===== src/rtl/fft_pkg.sv =====
// Shared FFT definitions: transform size, sample format and the bit-reverse
// index helper used by the reorder buffer.
package fft_pkg;

    localparam int FFT_N     = 32;
    localparam int FFT_LOG2N = $clog2(FFT_N);
    localparam int FFT_DW    = 14;

    // Signed Q6.8 complex sample as produced by the last butterfly stage.
    typedef struct packed {
        logic signed [FFT_DW-1:0] re;
        logic signed [FFT_DW-1:0] im;
    } sample_t;

    typedef enum logic [1:0] {
        BANK_EMPTY,
        BANK_FILLING,
        BANK_FULL,
        BANK_DRAINING
    } bank_state_t;

    function automatic logic [FFT_LOG2N-1:0] bitrev(input logic [FFT_LOG2N-1:0] a);
        logic [FFT_LOG2N-1:0] r;
        for (int i = 0; i < FFT_LOG2N; i++) begin
            r[i] = a[FFT_LOG2N-1-i];
        end
        return r;
    endfunction

endpackage


===== src/rtl/fft_reorder_bank.sv =====
// One ping-pong half of the FFT output reorder buffer: an N-entry sample store
// with a synchronous write port, combinational read port and fill/drain tracking.
module fft_reorder_bank
    import fft_pkg::*;
(
    input  logic                 clk,
    input  logic                 rst,
    input  logic                 we,
    input  logic [FFT_LOG2N-1:0] waddr,
    input  sample_t              wdata,
    input  logic [FFT_LOG2N-1:0] raddr,
    output sample_t              rdata,
    input  logic                 set_full,
    input  logic                 rd_xfer,
    input  logic                 clr_full,
    output logic                 full
);

    sample_t     mem [FFT_N];
    bank_state_t state, state_nxt;

    // NOTE: state registers use non-blocking assignments so every flop samples
    // the pre-edge values regardless of process evaluation order.
    always_ff @(posedge clk or posedge rst) begin
        if (rst) begin
            state <= BANK_EMPTY;
        end else begin
            state <= state_nxt;
        end
    end

    // NOTE: state_nxt gets a default before the case so no path leaves it
    // unassigned, which would otherwise infer a latch.
    always_comb begin
        state_nxt = state;
        if (clr_full) begin
            // The final read releases the bank even if another event coincides.
            state_nxt = BANK_EMPTY;
        end else begin
            case (state)
                BANK_EMPTY: begin
                    if (set_full)  state_nxt = BANK_FULL;
                    else if (we)   state_nxt = BANK_FILLING;
                end
                BANK_FILLING: begin
                    if (set_full)  state_nxt = BANK_FULL;
                end
                BANK_FULL: begin
                    if (rd_xfer)   state_nxt = BANK_DRAINING;
                end
                BANK_DRAINING: begin
                    state_nxt = BANK_DRAINING;
                end
                default: state_nxt = BANK_EMPTY;
            endcase
        end
    end

    assign full = (state == BANK_FULL) || (state == BANK_DRAINING);

    // NOTE: the store is built from flops and cleared on reset so the outputs
    // read as zero after reset and no stale frame can leak out.
    always_ff @(posedge clk or posedge rst) begin
        if (rst) begin
            for (int i = 0; i < FFT_N; i++) begin
                mem[i] <= '0;
            end
        end else if (we) begin
            mem[waddr] <= wdata;
        end
    end

    assign rdata = mem[raddr];

endmodule


===== src/rtl/fft_reorder_out.sv =====
// Ping-pong output reorder buffer for the 32-point SDF FFT: accepts bit-reversed
// frames and emits natural-order bins. FFT_REORDER_OVF_EN adds the err_ovf flag.
module fft_reorder_out
    import fft_pkg::*;
(
    input  logic                 clk,
    input  logic                 rst,
    input  logic                 in_valid,
    output logic                 in_ready,
    input  logic [FFT_DW-1:0]    in_r,
    input  logic [FFT_DW-1:0]    in_i,
    output logic                 out_valid,
    input  logic                 out_ready,
    output logic [FFT_DW-1:0]    out_r,
    output logic [FFT_DW-1:0]    out_i,
    output logic [FFT_LOG2N-1:0] out_idx,
`ifdef FFT_REORDER_OVF_EN
    output logic                 err_ovf,
`endif
    output logic                 out_last
);

    localparam logic [FFT_LOG2N-1:0] LAST_IDX = FFT_LOG2N'(FFT_N - 1);

    logic                 wr_bank, rd_bank;
    logic [FFT_LOG2N-1:0] wr_cnt, rd_cnt;
    logic [1:0]           full;
    logic [1:0]           bank_we, bank_set, bank_xfer, bank_clr;
    sample_t              bank_rd [2];
    sample_t              in_sample;
    sample_t              rd_sample;
    logic                 accept, wr_wrap, xfer;

    assign in_sample = '{re: in_r, im: in_i};

    assign in_ready = !full[wr_bank];
    assign accept   = in_valid && in_ready;
    assign wr_wrap  = accept && (wr_cnt == LAST_IDX);

    assign out_valid = full[rd_bank];
    assign out_last  = out_valid && (rd_cnt == LAST_IDX);
    assign xfer      = out_valid && out_ready;

    for (genvar b = 0; b < 2; b++) begin : g_bank
        assign bank_we[b]   = accept && (wr_bank == 1'(b));
        assign bank_set[b]  = wr_wrap && (wr_bank == 1'(b));
        assign bank_xfer[b] = xfer && (rd_bank == 1'(b));
        assign bank_clr[b]  = xfer && out_last && (rd_bank == 1'(b));

        fft_reorder_bank u_bank (
            .clk      (clk),
            .rst      (rst),
            .we       (bank_we[b]),
            .waddr    (bitrev(wr_cnt)),
            .wdata    (in_sample),
            .raddr    (rd_cnt),
            .rdata    (bank_rd[b]),
            .set_full (bank_set[b]),
            .rd_xfer  (bank_xfer[b]),
            .clr_full (bank_clr[b]),
            .full     (full[b])
        );
    end

    // Outputs come only from registered state through this mux.
    assign rd_sample = bank_rd[rd_bank];
    assign out_r     = rd_sample.re;
    assign out_i     = rd_sample.im;
    assign out_idx   = rd_cnt;

    always_ff @(posedge clk or posedge rst) begin
        if (rst) begin
            wr_bank <= 1'b0;
            wr_cnt  <= '0;
        end else if (accept) begin
            wr_cnt <= wr_cnt + 1'b1;
            if (wr_wrap) begin
                wr_bank <= !wr_bank;
            end
        end
    end

    always_ff @(posedge clk or posedge rst) begin
        if (rst) begin
            rd_bank <= 1'b0;
            rd_cnt  <= '0;
        end else if (xfer) begin
            rd_cnt <= rd_cnt + 1'b1;
            if (out_last) begin
                rd_bank <= !rd_bank;
            end
        end
    end

`ifdef FFT_REORDER_OVF_EN
    // The SDF pipeline cannot stall, so any refused sample is lost data.
    always_ff @(posedge clk or posedge rst) begin
        if (rst) begin
            err_ovf <= 1'b0;
        end else if (in_valid && !in_ready) begin
            err_ovf <= 1'b1;
        end
    end
`endif

endmodule


===== config.mk =====
export PLATFORM = sky130hd
export DESIGN_NAME = fft_reorder_out
export DESIGN_NICKNAME = d
export VERILOG_FILES = /design/src/rtl/fft_pkg.sv /design/src/rtl/fft_reorder_bank.sv /design/src/rtl/fft_reorder_out.sv
export SDC_FILE = /design/constraint.sdc
export NUM_CORES = 2
export LEC_CHECK = 0
export ABC_AREA = 1
export CORE_AREA = 2 2 481 435
export CTS_CLUSTER_SIZE = 20
export DETAILED_ROUTE_END_ITERATION = 10
export DIE_AREA = 0 0 483 437
export PLACE_DENSITY = 0.61
export RECOVER_POWER = 100
export SETUP_SLACK_MARGIN = 0.4
export SYNTH_ARGS = -nofsm -noshare
export SYNTH_HDL_FRONTEND = slang
export SYNTH_SLANG_ARGS = --single-unit

===== constraint.sdc =====
create_clock -name clk -period 77.4 [get_ports clk]
set_clock_uncertainty 0.2 [all_clocks]
set_input_delay 11.61 -clock clk [delete_from_list [all_inputs] [get_ports clk]]
set_output_delay 11.61 -clock clk [all_outputs]
set_load 0.05 [all_outputs]

Word-level counts from Yosys, hierarchy flattened
Cells that the tools add are included.
{"block": "totals", "reg_bits": 1808, "output_inout_bits": 36}
{"block": "classes", "bitwise": 5, "muxes": 29, "n_addsub": 2, "reduce_logical": 25, "n_eq_ne": 14, "magnitude_cmp": 6}
{"cell": "896-bit bitwise mux", "count": 2}
{"cell": "28-bit binary-select mux with 5-bit select", "count": 2}
{"cell": "28-bit 2-to-1 mux", "count": 8}
{"cell": "28-bit demux with 5-bit select", "count": 1}
{"cell": "2-bit 2-to-1 mux", "count": 10}
{"cell": "2-bit case mux with 4 select lines", "count": 2}
{"cell": "1-bit logical AND", "count": 14}
{"cell": "6-bit greater-or-equal comparator (second input constant)", "count": 2}
{"cell": "3-bit by 1-bit inequality test with 1-bit output (second input constant)", "count": 4}
{"cell": "5-bit NOT with 6-bit output", "count": 2}
{"cell": "5-bit by 1-bit adder with 5-bit output (second input constant)", "count": 2}
{"cell": "5-bit == test (second input constant)", "count": 2}
{"cell": "2-bit == test (second input constant)", "count": 4}
{"cell": "4-bit by 1-bit inequality test with 1-bit output (second input constant)", "count": 2}
{"cell": "6-bit by 1-bit < comparator with 1-bit output (second input constant)", "count": 1}
{"cell": "3-bit AND reduction", "count": 2}
{"cell": "2-bit by 1-bit == test with 1-bit output (second input constant)", "count": 2}
{"cell": "2-bit zero test", "count": 2}
{"cell": "1-bit by 2-bit < comparator with 1-bit output (second input constant)", "count": 2}
{"cell": "1-bit 2-to-1 mux", "count": 4}
{"cell": "2-bit AND reduction", "count": 2}
{"cell": "1-bit zero test", "count": 3}
{"cell": "2-bit greater-or-equal comparator (second input constant)", "count": 1}
{"cell": "1-bit logical OR", "count": 2}
{"cell": "other kinds (2)", "count": 3}

Depth between registers and ports, before layout
{"block": "logic_depth", "depth_word": 11, "depth_mapped": 13, "ltp_nobuf": 9}

Modules after synthesis
A second synthesis with hierarchy kept.
{"block": "unflattened", "cells_unflattened": 10561, "area_unflattened_um2": 82489.1}
{"mod": "fft_reorder_bank", "instances": 2, "area_each_um2": 40710.3, "cells_each": 5187, "seq_area_each_um2": 22471.6}
{"mod": "fft_reorder_out", "instances": 1, "area_each_um2": 1068.5, "cells_each": 187, "seq_area_each_um2": 300.3}

Worst setup path after synthesis
No wires, ideal clock.
{"block": "synth_path", "path_kind": "reg2out", "start": "reg rd_cnt[3] (netlist: out_idx[3])", "end": "out out_last", "n_path_buf": 3, "required_time_ps": 65590, "setup_slack_ps": 63168, "arrival_time_ps": 2422, "stages_incl_launch_ff": 9, "path_cell_list": "dfrtp_1 -> clkbuf_1 -> clkinv_1 -> clkbuf_1 -> clkbuf_1 -> nor3_1 -> ha_1 -> inv_1 -> nor2_1"}
{"block": "synth_between", "elab_chain_len": 2}
{"item": "from (decl)", "line_no": "fft_reorder_out.sv:26", "rtl": "logic [FFT_LOG2N-1:0] wr_cnt, rd_cnt;"}
{"item": "from (signal assigned)", "line_no": "fft_reorder_out.sv:88", "rtl": "rd_cnt <= rd_cnt + 1'b1;"}
{"item": "5-bit == test", "line_no": "fft_reorder_out.sv:41", "rtl": "assign out_last = out_valid && (rd_cnt == LAST_IDX);"}
{"item": "1-bit logical AND", "line_no": "fft_reorder_out.sv:41"}
{"item": "to (decl)", "line_no": "fft_reorder_out.sv:20", "rtl": "output logic out_last"}
No other way between the ends.

Final worst setup path
{"block": "layout_path", "start": "reg rd_cnt[0] (netlist: out_idx[0])", "end": "out out_r[3]"}
{"block": "layout_between", "elab_chain_len": 7, "elab_cells_between_ends": 10, "classes_between": "mux: 9; bitwise: 1"}
{"item": "5-bit NOT with 6-bit output (implied by the code) *", "line_no": "fft_reorder_bank.sv:73", "rtl": "assign rdata = mem[raddr];"}
{"item": "28-bit binary-select mux with 5-bit select", "line_no": "fft_reorder_bank.sv:73"}
{"item": "28-bit 2-to-1 mux (implied by the code) (2 in series)", "line_no": "fft_reorder_bank.sv:73"}
{"item": "28-bit 2-to-1 mux (implied by the code) * (3 in series)", "line_no": "fft_reorder_out.sv:66", "rtl": "assign rd_sample = bank_rd[rd_bank];"}
{"item": "to (decl)", "line_no": "fft_reorder_out.sv:14", "rtl": "output logic [FFT_DW-1:0] out_r,"}
Mark *: on every way between the ends. The rest lies on a longest branch, timed or not. The select of a mux whose other input is x is not followed.

==> results.ini <==
[status]
status = finished, violations left
violations = max-capacitance violations, max-slew violations

[layout]
fillers = 20400
area_growth_pct = 9.44
fin_nets = 9835
finish.utilization = 0.436
drive_above_1_share = 0.0469

[place]
place_ws_ns = 59.32
io_buffers = 67
gp_congestion = 0.836
dp.final_hpwl_um = 141000

[synthesis]
yosysTopAreaCellShare = 0.552
yosys-top-cells-area = dfrtp_1, nand2_1, nand3_1
yosys-top-cells-count = nand2_1, dfrtp_1, nand3_1, o21ai_0, o21ai_1
syn_area_per_cell_sq_um = 7.93
synth_area_sq_mm = 0.0820
synth_nets = 10400
yosys_warnings = 0
yosys.area.top_type = dfrtp_1
synthDistinctLibCells = 25
syn_inst = 10300
ys_seq_area_frac = 0.552
ys.flop_type = dfrtp_1
synth_edf_count = 0
synthMostInstantiatedCell = nand2_1
ys_async_sr_fraction = 1.00
yosys_register_bits = 1807

[setup_path]
start_kind = flop
critPathKind = reg2out
required_ns = 65.59
critical_path_arrival_ns = 23.29
critPathMaxFanout = 180
endpoint_kind = primary output
r2r_slack_ns = 69.15
reg2reg_from = out_idx[0]$_DFFE_PP0N_
r2r_end = out_idx[3]$_DFFE_PP0N_
reg2reg_depth = 3

[min_path]
worstHoldPathType = reg2reg
hold_end = g_bank[1].u_bank.mem[769]$_DFFE_PP0P_
hold_path_depth = 2
min_from = g_bank[1].u_bank.mem[769]$_DFFE_PP0P_

[floorplan]
coreArea_sq_mm = 0.206
placementRows = 158
dieWidth_um = 483
dieArea_sq_mm = 0.211
initial_utilization = 0.399
ioPinCount = 68
fp.dieH_um = 437

[clock_network]
cts_sinks = 1807
numCtsBuffers = 189
cts-root-buf = clkbuf_16
h-tree-depth = 4
cts-hold-fix-buffers = 0
clock_path_buffers = 3
clk_latency_ns = 0.84
postCtsSetupRepairBufs = 0
clk_pin_slew_ns = 0.06
ctsResizeCount = 0
cts_tree = yes

[route]
drt-pass1-iter-count = 6
drc = 0
vias_per_cell = 5.57
num_vias = 70600
routed_wl_um = 272000
post_drt_wl_per_cell_um = 21.5
drt_iter0_markers = 8407
ant_nets = 0

[sta]
hold_viol = 0
min_period_ns = 35.10
setup_violations = 0
max_freq_mhz = 28.5
fin_setup_tns_ns = 0
setup_ws_ns = 42.30
maxSlewViolCount = 6195
period_share = 0.453
rsz0062_at_grt = no
relSlewSlack = -5.27
tightest_slew_ns = 9.41

[grt]
grt_remaining_overflow = 0
antenna_found_initial = 9
grt_usage = 0.255
grt_max_degree = 181
grt_pass1_wl_um = 419000
grt_pass1_vias = 67100

[flow_run]
drv_cap = 94

[power_and_ir_drop]
p_per_area_mw_per_mm2 = 40.8
ir_drop_uv = 32.5
p_leak_nw = 40.5

==> critical path, cell delays in order, from the launching register on <==
cell,delay [ns]
dfrtp_4,0.58
clkbuf_1,6.33
clkbuf_1,6.52
clkbuf_1,5.96
nand2_1,0.27
nand3_1,0.30
nand3_1,0.09
nand2_1,0.32
nand2_1,0.12
nand3_1,0.29
nand3_1,0.31
nand2_1,0.24
clkdlybuf4s50_1,0.83
==> final cells by class <==
class / count / area [sq um] / share of cell area
Sequential cell: 1807 / 45200 / 0.504
Timing Repair Buffer: 214 / 1520 / 0.0170
Multi-Input combinational cell: 7526 / 32700 / 0.364
Clock buffer: 287 / 5750 / 0.0641
Inverter: 56 / 238 / 0.00265
Tap cell: 2720 / 3400 / 0.0379
Antenna cell: 6 / 15.0 / 0.000167
Clock inverter: 63 / 850 / 0.00947
==> per-stage QoR <==
step | power (W) | std cells | cell area [sq um] | hold WS (ns)
floorplan | 0.00222 | 10300 | 82000 | 0.253
global placement | 0.00266 | 12300 | 83600 | 0.266
detailed placement | 0.00268 | 12300 | 83600 | 0.272
CTS | 0.00365 | 12700 | 90200 | 0.287
global route | 0.00386 | 12700 | 89700 | 0.298
finish | 0.00366 | 12700 | 89700 | 0.282
==> worst max path at each step <==
| stage | to | from | cells after the start |
|---|---|---|---|
| final | out_r[3] | out_idx[0]$_DFFE_PP0N_ | 12 |
| after global routing | out_r[7] | out_idx[0]$_DFFE_PP0N_ | 12 |
| after CTS | out_i[5] | out_idx[0]$_DFFE_PP0N_ | 13 |
| after detailed placement | g_bank[0].u_bank.mem[4]$_DFFE_PP0P_ | rst | 8 |
| after global placement | g_bank[0].u_bank.mem[144]$_DFFE_PP0P_ | rst | 8 |
| after floorplan | g_bank[0].u_bank.mem[0]$_DFFE_PP0P_ | rst | 1 |
==> cells by family (layout without fill, tap and decap cells) <==
logic type | Yosys count | count (layout) | synth area share
AOI/OAI and AO/OA | 1805 | 1805 | 0.110
buffers and inverters | 1005 | 620 | 0.0510
other | 0 | 6 | 0
DFF | 1807 | 1807 | 0.552
and+or+nand+nor | 5706 | 5706 | 0.285
adders and majority gates | 9 | 9 | 0.00137
xor gates and xnor gates | 6 | 6 | 0.000641
==> flip-flops by register name (all words and copies together), names as in the netlist <==
signal and cells:
g_bank.u_bank.mem 1792, out_idx 5, wr_cnt 5, g_bank.u_bank.state 3, rd_bank 1, wr_bank 1
==> power breakdown <==
group	switching, W	internal [W]	total (W)
clock	0.000393	0.000569	0.000962
sequential	0.000150	0.00120	0.00135
combinational	0.000964	0.000383	0.00135
==> routing by layer <==
metal,up-vias,GRT usage,wire length (um)
met5,-,0,0
met4,0,0.0949,10700
met3,494,0.0429,22900
met2,2878,0.395,120000
met1,34600,0.358,119000
li1,32600,-,-
==> cell usage in the layout, fill, tap and decap left out, drive strengths merged <==
| cell type | Yosys | final |
|---|---|---|
| clkinv | 29 | 39 |
| nand3 | 1523 | 1523 |
| nand2 | 4026 | 4026 |
| and2 | 1 | 1 |
| nor2 | 153 | 153 |
| clkdlybuf4s50 | 0 | 35 |
| nor3 | 1 | 1 |
| diode | 0 | 6 |
| clkbuf | 630 | 371 |
| clkinvlp | 0 | 2 |
| nor4 | 1 | 1 |
| buf | 319 | 63 |
| nand4 | 1 | 1 |
| xor2 | 6 | 6 |
| dfrtp | 1807 | 1807 |
| ha | 9 | 9 |
| dlygate4sd3 | 0 | 32 |
| inv | 27 | 61 |
| a21oi | 116 | 116 |
| a31oi | 1 | 1 |
| bufinv | 0 | 17 |
| o21ai | 1688 | 1688 |
No activity file was read; power rests on OpenSTA's default activity.
